`config.mk`:
```
export PLATFORM = sky130hd
export DESIGN_NAME = fifo_rd_packer
export DESIGN_NICKNAME = d
export VERILOG_FILES = /design/src/rtl/fifo_pkg.sv /design/src/rtl/fifo_rd_packer.sv
export SDC_FILE = /design/constraint.sdc
export NUM_CORES = 1
export LEC_CHECK = 0
export CAP_MARGIN = 15
export CORE_MARGIN = 3
export CORE_UTILIZATION = 51
export CTS_BUF_LIST = sky130_fd_sc_hd__clkbuf_8
export CTS_CLUSTER_DIAMETER = 150
export DETAILED_ROUTE_END_ITERATION = 10
export PLACE_DENSITY = 0.8
export RECOVER_POWER = 25
export SKIP_CTS_REPAIR_TIMING = 1
export SYNTH_ARGS = -nofsm -noshare
export SYNTH_HDL_FRONTEND = slang
export SYNTH_SLANG_ARGS = --single-unit
```
`constraint.sdc`:
```
create_clock -name clk -period 2.3 [get_ports clk]
set_input_delay 0.575 -clock clk [delete_from_list [all_inputs] [get_ports clk]]
set_output_delay 0.575 -clock clk [all_outputs]
set_load 0.03 [all_outputs]
```
`src/rtl/fifo_pkg.sv`:
```
// Shared definitions for the byte-FIFO reader side: state encoding and widths.
// Latency: n/a (types and constants only).
// Backpressure: n/a.
//
// BYTE_W is the FIFO data width and is also used by the FIFO itself, so both
// sides of the read interface agree on lane size.
package fifo_pkg;

    // Width of one FIFO entry / one lane of the packed word.
    localparam int BYTE_W    = 8;

    // Default number of bytes packed into one output word.
    localparam int DEF_BYTES = 4;

    // Reader FSM encoding; values are fixed so that waveforms decode the same
    // way across builds.
    typedef enum logic [1:0] {
        IDLE = 2'd0,
        RD   = 2'd1,
        CAP  = 2'd2,
        HOLD = 2'd3
    } state_t;

endpackage

```
`src/rtl/fifo_rd_packer.sv`:
```
// Drains a byte FIFO and packs BYTES bytes little-endian into one word; flush emits a partial word.
// Latency: word_valid rises 2*BYTES+1 cycles after the FIFO first shows non-empty (2 cycles per byte).
// Backpressure: while a word waits for word_ready no FIFO reads are issued; reads resume after the handshake.
//
// Ports:
//   clk         system clock, rising edge
//   rst         asynchronous reset, active low
//   fifo_empty  FIFO empty flag for the current cycle
//   fifo_data   FIFO read data, valid the cycle after a fifo_rd_en pulse
//   fifo_rd_en  FIFO read enable, registered single-cycle pulses
//   flush       request to emit whatever bytes have been collected
//   word_out    packed word, byte 0 in bits [7:0], unused lanes zero
//   word_bytes  number of valid bytes in word_out (1..BYTES)
//   word_valid  word_out/word_bytes valid
//   word_ready  downstream accepts on word_valid && word_ready at a rising edge
//   busy        high while not idle or while bytes are held
module fifo_rd_packer
    import fifo_pkg::*;
#(
    parameter int BYTES = DEF_BYTES,
    parameter int CNT_W = $clog2(BYTES + 1)
) (
    input  logic                    clk,
    input  logic                    rst,
    input  logic                    fifo_empty,
    input  logic [BYTE_W-1:0]       fifo_data,
    output logic                    fifo_rd_en,
    input  logic                    flush,
    output logic [BYTE_W*BYTES-1:0] word_out,
    output logic [CNT_W-1:0]        word_bytes,
    output logic                    word_valid,
    input  logic                    word_ready,
    output logic                    busy
);

    state_t                    r_state;
    logic [CNT_W-1:0]          r_byte_cnt;
    logic                      r_flush_pend;
    logic                      r_fifo_rd_en;
    logic                      r_word_valid;
    logic [BYTE_W*BYTES-1:0]   r_word;
    logic [CNT_W-1:0]          r_word_bytes;
    logic                      r_busy;

    logic [CNT_W-1:0]          w_cnt_inc;
    logic                      w_word_done;
    logic                      w_flush_req;
    logic [BYTES-1:0]          w_lane_we;

    // Byte count after the capture in progress, and whether that fills the word.
    always_comb begin
        w_cnt_inc   = r_byte_cnt + CNT_W'(1);
        w_word_done = (w_cnt_inc == CNT_W'(BYTES));
        w_flush_req = flush || r_flush_pend;
    end

    // One-hot lane select: only the lane addressed by byte_cnt is written, and
    // only in CAP, when fifo_data carries the byte read in the previous cycle.
    always_comb begin
        w_lane_we = '0;
        for (int i = 0; i < BYTES; i++) begin
            w_lane_we[i] = (r_state == CAP) && (r_byte_cnt == CNT_W'(i));
        end
    end

    always_ff @(posedge clk or negedge rst) begin
        if (!rst) begin
            r_state      <= IDLE;
            r_byte_cnt   <= '0;
            r_flush_pend <= 1'b0;
            r_fifo_rd_en <= 1'b0;
            r_word_valid <= 1'b0;
            r_word       <= '0;
            r_word_bytes <= '0;
            r_busy       <= 1'b0;
        end else begin
            case (r_state)
                IDLE: begin
                    // A flush with nothing collected is dropped, not remembered.
                    if (w_flush_req && (r_byte_cnt != '0)) begin
                        r_state      <= HOLD;
                        r_word_bytes <= r_byte_cnt;
                        r_word_valid <= 1'b1;
                        r_flush_pend <= 1'b0;
                        r_busy       <= 1'b1;
                    end else if (!fifo_empty) begin
                        r_state      <= RD;
                        r_fifo_rd_en <= 1'b1;
                        r_busy       <= 1'b1;
                    end
                end

                RD: begin
                    // Read pulse lasts exactly this cycle; data arrives in CAP.
                    r_fifo_rd_en <= 1'b0;
                    r_state      <= CAP;
                    if (flush) begin
                        r_flush_pend <= 1'b1;
                    end
                end

                CAP: begin
                    for (int i = 0; i < BYTES; i++) begin
                        if (w_lane_we[i]) begin
                            r_word[i*BYTE_W +: BYTE_W] <= fifo_data;
                        end
                    end
                    r_byte_cnt <= w_cnt_inc;

                    if (w_word_done) begin
                        // A pending flush is satisfied by the full word.
                        r_state      <= HOLD;
                        r_word_bytes <= CNT_W'(BYTES);
                        r_word_valid <= 1'b1;
                        r_flush_pend <= 1'b0;
                    end else if (!fifo_empty && !w_flush_req) begin
                        r_state      <= RD;
                        r_fifo_rd_en <= 1'b1;
                    end else begin
                        // Return to IDLE so a pending flush is honoured there
                        // rather than issuing another read.
                        r_state <= IDLE;
                        if (flush) begin
                            r_flush_pend <= 1'b1;
                        end
                    end
                end

                HOLD: begin
                    // Word and byte count stay frozen until accepted; flush
                    // and fifo_empty are ignored here.
                    if (word_ready) begin
                        r_state      <= IDLE;
                        r_word_valid <= 1'b0;
                        r_byte_cnt   <= '0;
                        r_word       <= '0;
                        r_word_bytes <= '0;
                        r_busy       <= 1'b0;
                    end
                end

                default: begin
                    r_state      <= IDLE;
                    r_fifo_rd_en <= 1'b0;
                    r_word_valid <= 1'b0;
                end
            endcase
        end
    end

    assign fifo_rd_en = r_fifo_rd_en;
    assign word_out   = r_word;
    assign word_bytes = r_word_bytes;
    assign word_valid = r_word_valid;
    assign busy       = r_busy;

endmodule
```
==> flow_summary.toml <==
[final_layout]
area_grow_syn2layout_pct = 37.37
insertedDiodeCount = 0
design_area_mm2 = 0.002851
stdcell_count = 277
num-fill-cells = 243
layout_cell_share_with_drive_strength_beyond_1_pct = 27.95
nets = 253

[routing]
remaining_drc_errors = 0
num_vias = 1511
drt_wl_total_mm = 4.574
routed_via_density = 5.455
route.antenna.remaining_nets = 0
wire_per_inst_um = 16.51
drt_iter0_markers = 144
first_pass_iters = 4

[synthesis]
postSynthRegisterBits = 44
synth-async-reset-ratio_pct = 100.0
number_of_enable_flip_flop_cells_after_synthesis = 0
ys.flop_type = "sky130_fd_sc_hd__dfrtp_1"
yosys_warnings = 0
synthCells = 161
syn_avg_cell_area_um2 = 12.89
synthMostInstantiatedCell = "sky130_fd_sc_hd__dfrtp_1"
synth.cell_area_mm2 = 0.002076
synth.area.top_cells = "sky130_fd_sc_hd__dfrtp_1 53%, sky130_fd_sc_hd__mux2_2 17%, sky130_fd_sc_hd__ha_1 7.2%, sky130_fd_sc_hd__nor2b_1 2.4%, sky130_fd_sc_hd__mux2_4 2.2%"
seq_area_frac_synth_pct = 53.04
synth_area_leader_cell = "sky130_fd_sc_hd__dfrtp_1"
synth_top_area_share_pct = 53.04
syn-num-nets = 186
top_cells_by_count_synth = "44 x sky130_fd_sc_hd__dfrtp_1, 31 x sky130_fd_sc_hd__mux2_2, 12 x sky130_fd_sc_hd__ha_1"
synth_cell_types = 33

[timing]
max_freq_ghz = 0.4696
post-route-min-period_ps = 2129
timing.clock.skew_ps = 8.404
layout_worst_path_cycle_share_pct = 92.59
rsz0062_at_grt = "false"
final.setup.worst_slack_ps = 170.5
finalHoldViolCount = 0
maxSlewViolCount = 0
relative_slew_slack_pct = 25.33
setup_violations = 0
max_slew.worst_pin.slew_ps = 1120

[pwr]
power_leakage_uw = 0.001253
power.density_mw_per_mm2 = 1836
vdd.ir_drop.worst_uv = 1065

[worst_hold_path]
hold_path.class = "in2async"

[global_route]
grt_use_total_pct = 18.84
grt_pass1_wl_mm = 7.327
first_global_vias = 1489
grt_remaining_overflow = 0
antenna_found_initial = 0
pin_count_of_the_biggest_net_entering_global_routing = 25

[floorplan]
placementRows = 22
die_h_um = 69.80
design.portCount = 51
floorplan.die_area_mm2 = 0.004871
floorplan.core_area_mm2 = 0.003799
die_x_um = 69.80
initial_utilization_pct = 54.64

[setup_path]
worst-path-max-fanout = 5
ff2ff_setup_slack_ps = 170
rr_worst_depth = 6
worst_ep_arrival_time_ps = 2310
r2r_start = "r_byte_cnt[0]$_DFFE_PN0P_"
critPathLaunchType = "flip-flop"
critical_path_required_ps = 2480
critPathKind = "reg2reg"
cp-end-kind = "flip-flop"
critical_path.reg2reg.endpoint = "word_bytes[2]$_DFFE_PN0P_"

[cts]
htree_levels = 2
cts_tree = "done"
clk_path_buf_depth = 2
clock_network_latency_to_the_later_pin_of_the_worst_skew_pair_ps = 290
numCtsBuffers = 5
clock_sink_count = 44
worst_setup_hold_path_clk_slew_ps = 80
clock-root-buffer = "sky130_fd_sc_hd__clkbuf_8"

[placed_design]
dp.final_hpwl_mm = 3.394
port_buffers = 50
last_weighted_congestion_value_of_the_routability_driven_placer = 0.9128
placed_cells_incl_taps = 269
post_dp_cell_area_mm2 = 0.002741
dpl_worst_slack_ps = -34.55

[run]
cap_viol_max_count = 0

[outcome]
status = "finished clean"
[state kept, by name (all words and copies together) (netlist names)]
name,cells
r_state,2
r_flush_pend,1
word_out,32
word_bytes,3
r_byte_cnt,3
word_valid,1
fifo_rd_en,1
busy,1
[cells in the final DEF (no fill, tap or decap), types with 3 or more instances in the layout]
master and count:
sky130_fd_sc_hd__buf_4 11, sky130_fd_sc_hd__clkbuf_8 7, sky130_fd_sc_hd__dfrtp_1 44, sky130_fd_sc_hd__inv_1 9, sky130_fd_sc_hd__o21ai_0 6, sky130_fd_sc_hd__nand2_1 6, sky130_fd_sc_hd__a21oi_1 6, sky130_fd_sc_hd__mux2_4 3
sky130_fd_sc_hd__mux2_2 31, sky130_fd_sc_hd__nor2b_1 8, sky130_fd_sc_hd__o41ai_1 3, sky130_fd_sc_hd__ha_1 12, sky130_fd_sc_hd__clkdlybuf4s50_1 49, sky130_fd_sc_hd__nor2_1 6
[where the power goes]
part / switching, uW / internal [uW]
clock network: 245 / 383
registers: 260 / 1170
logic: 1640 / 1540
[critical path, cell delays in order, from the launching register on]
cell                      delay [ps]
sky130_fd_sc_hd__dfrtp_1         450
sky130_fd_sc_hd__inv_1           120
sky130_fd_sc_hd__ha_1            200
sky130_fd_sc_hd__nor2b_2         190
sky130_fd_sc_hd__o21a_4          220
sky130_fd_sc_hd__or4_4           520
sky130_fd_sc_hd__mux2_4          310
[cell families after synthesis]
kind of cell	after synthesis	share of synthesized area, %
xor gates and xnor gates	1	0.4220
adders and majority gates	12	7.233
DFF	44	53.04
AOI/OAI and AO/OA	29	10.07
muxes	36	20.01
and+or+nand+nor	27	6.992
buffers and inverters	12	2.230
[cell type report]
cell class	instances	area (um^2)	share of cell area, %
inverters	9	33.78	1.185
clock buffers	7	96.34	3.379
flip-flops and latches	44	1101	38.61
repair buffers	63	601.8	21.11
clock inverters	1	30.03	1.053
multi-input cells	105	928.4	32.56
well taps	48	60.06	2.106
[stage by stage]
step	utilization [%]	TNS (ps)	hold slack, ps	total power [uW]
5_1_grt	75.07	0	519.4	5506
3_3_place_gp	72.17	0	462.8	4514
2_1_floorplan	-	0	279.4	3375
4_1_cts	75.49	0	254.3	5270
6_report	75.07	0	474.1	5234
3_5_place_dp	72.17	-281.5	479.1	4625
[layer usage]
layer	wire length, um	global-route usage (%)
met3	231	3.913
met4	52	6.383
met2	2226	29.70
met5	0	0
met1	2064	25.87
[how the worst max path moves through the flow]
stage	from	to	cells after the start
2_1_floorplan	r_byte_cnt[0]$_DFFE_PN0P_	word_bytes[0]$_DFFE_PN0P_	6
3_3_place_gp	word_ready	word_out[1]$_DFFE_PN0P_	5
3_5_place_dp	word_ready	word_out[2]$_DFFE_PN0P_	5
4_1_cts	r_byte_cnt[0]$_DFFE_PN0P_	word_bytes[2]$_DFFE_PN0P_	6
5_1_grt	r_byte_cnt[0]$_DFFE_PN0P_	word_bytes[2]$_DFFE_PN0P_	6
6_report	r_byte_cnt[0]$_DFFE_PN0P_	word_bytes[2]$_DFFE_PN0P_	6
Note: power is estimated with default switching activity, not from simulation.
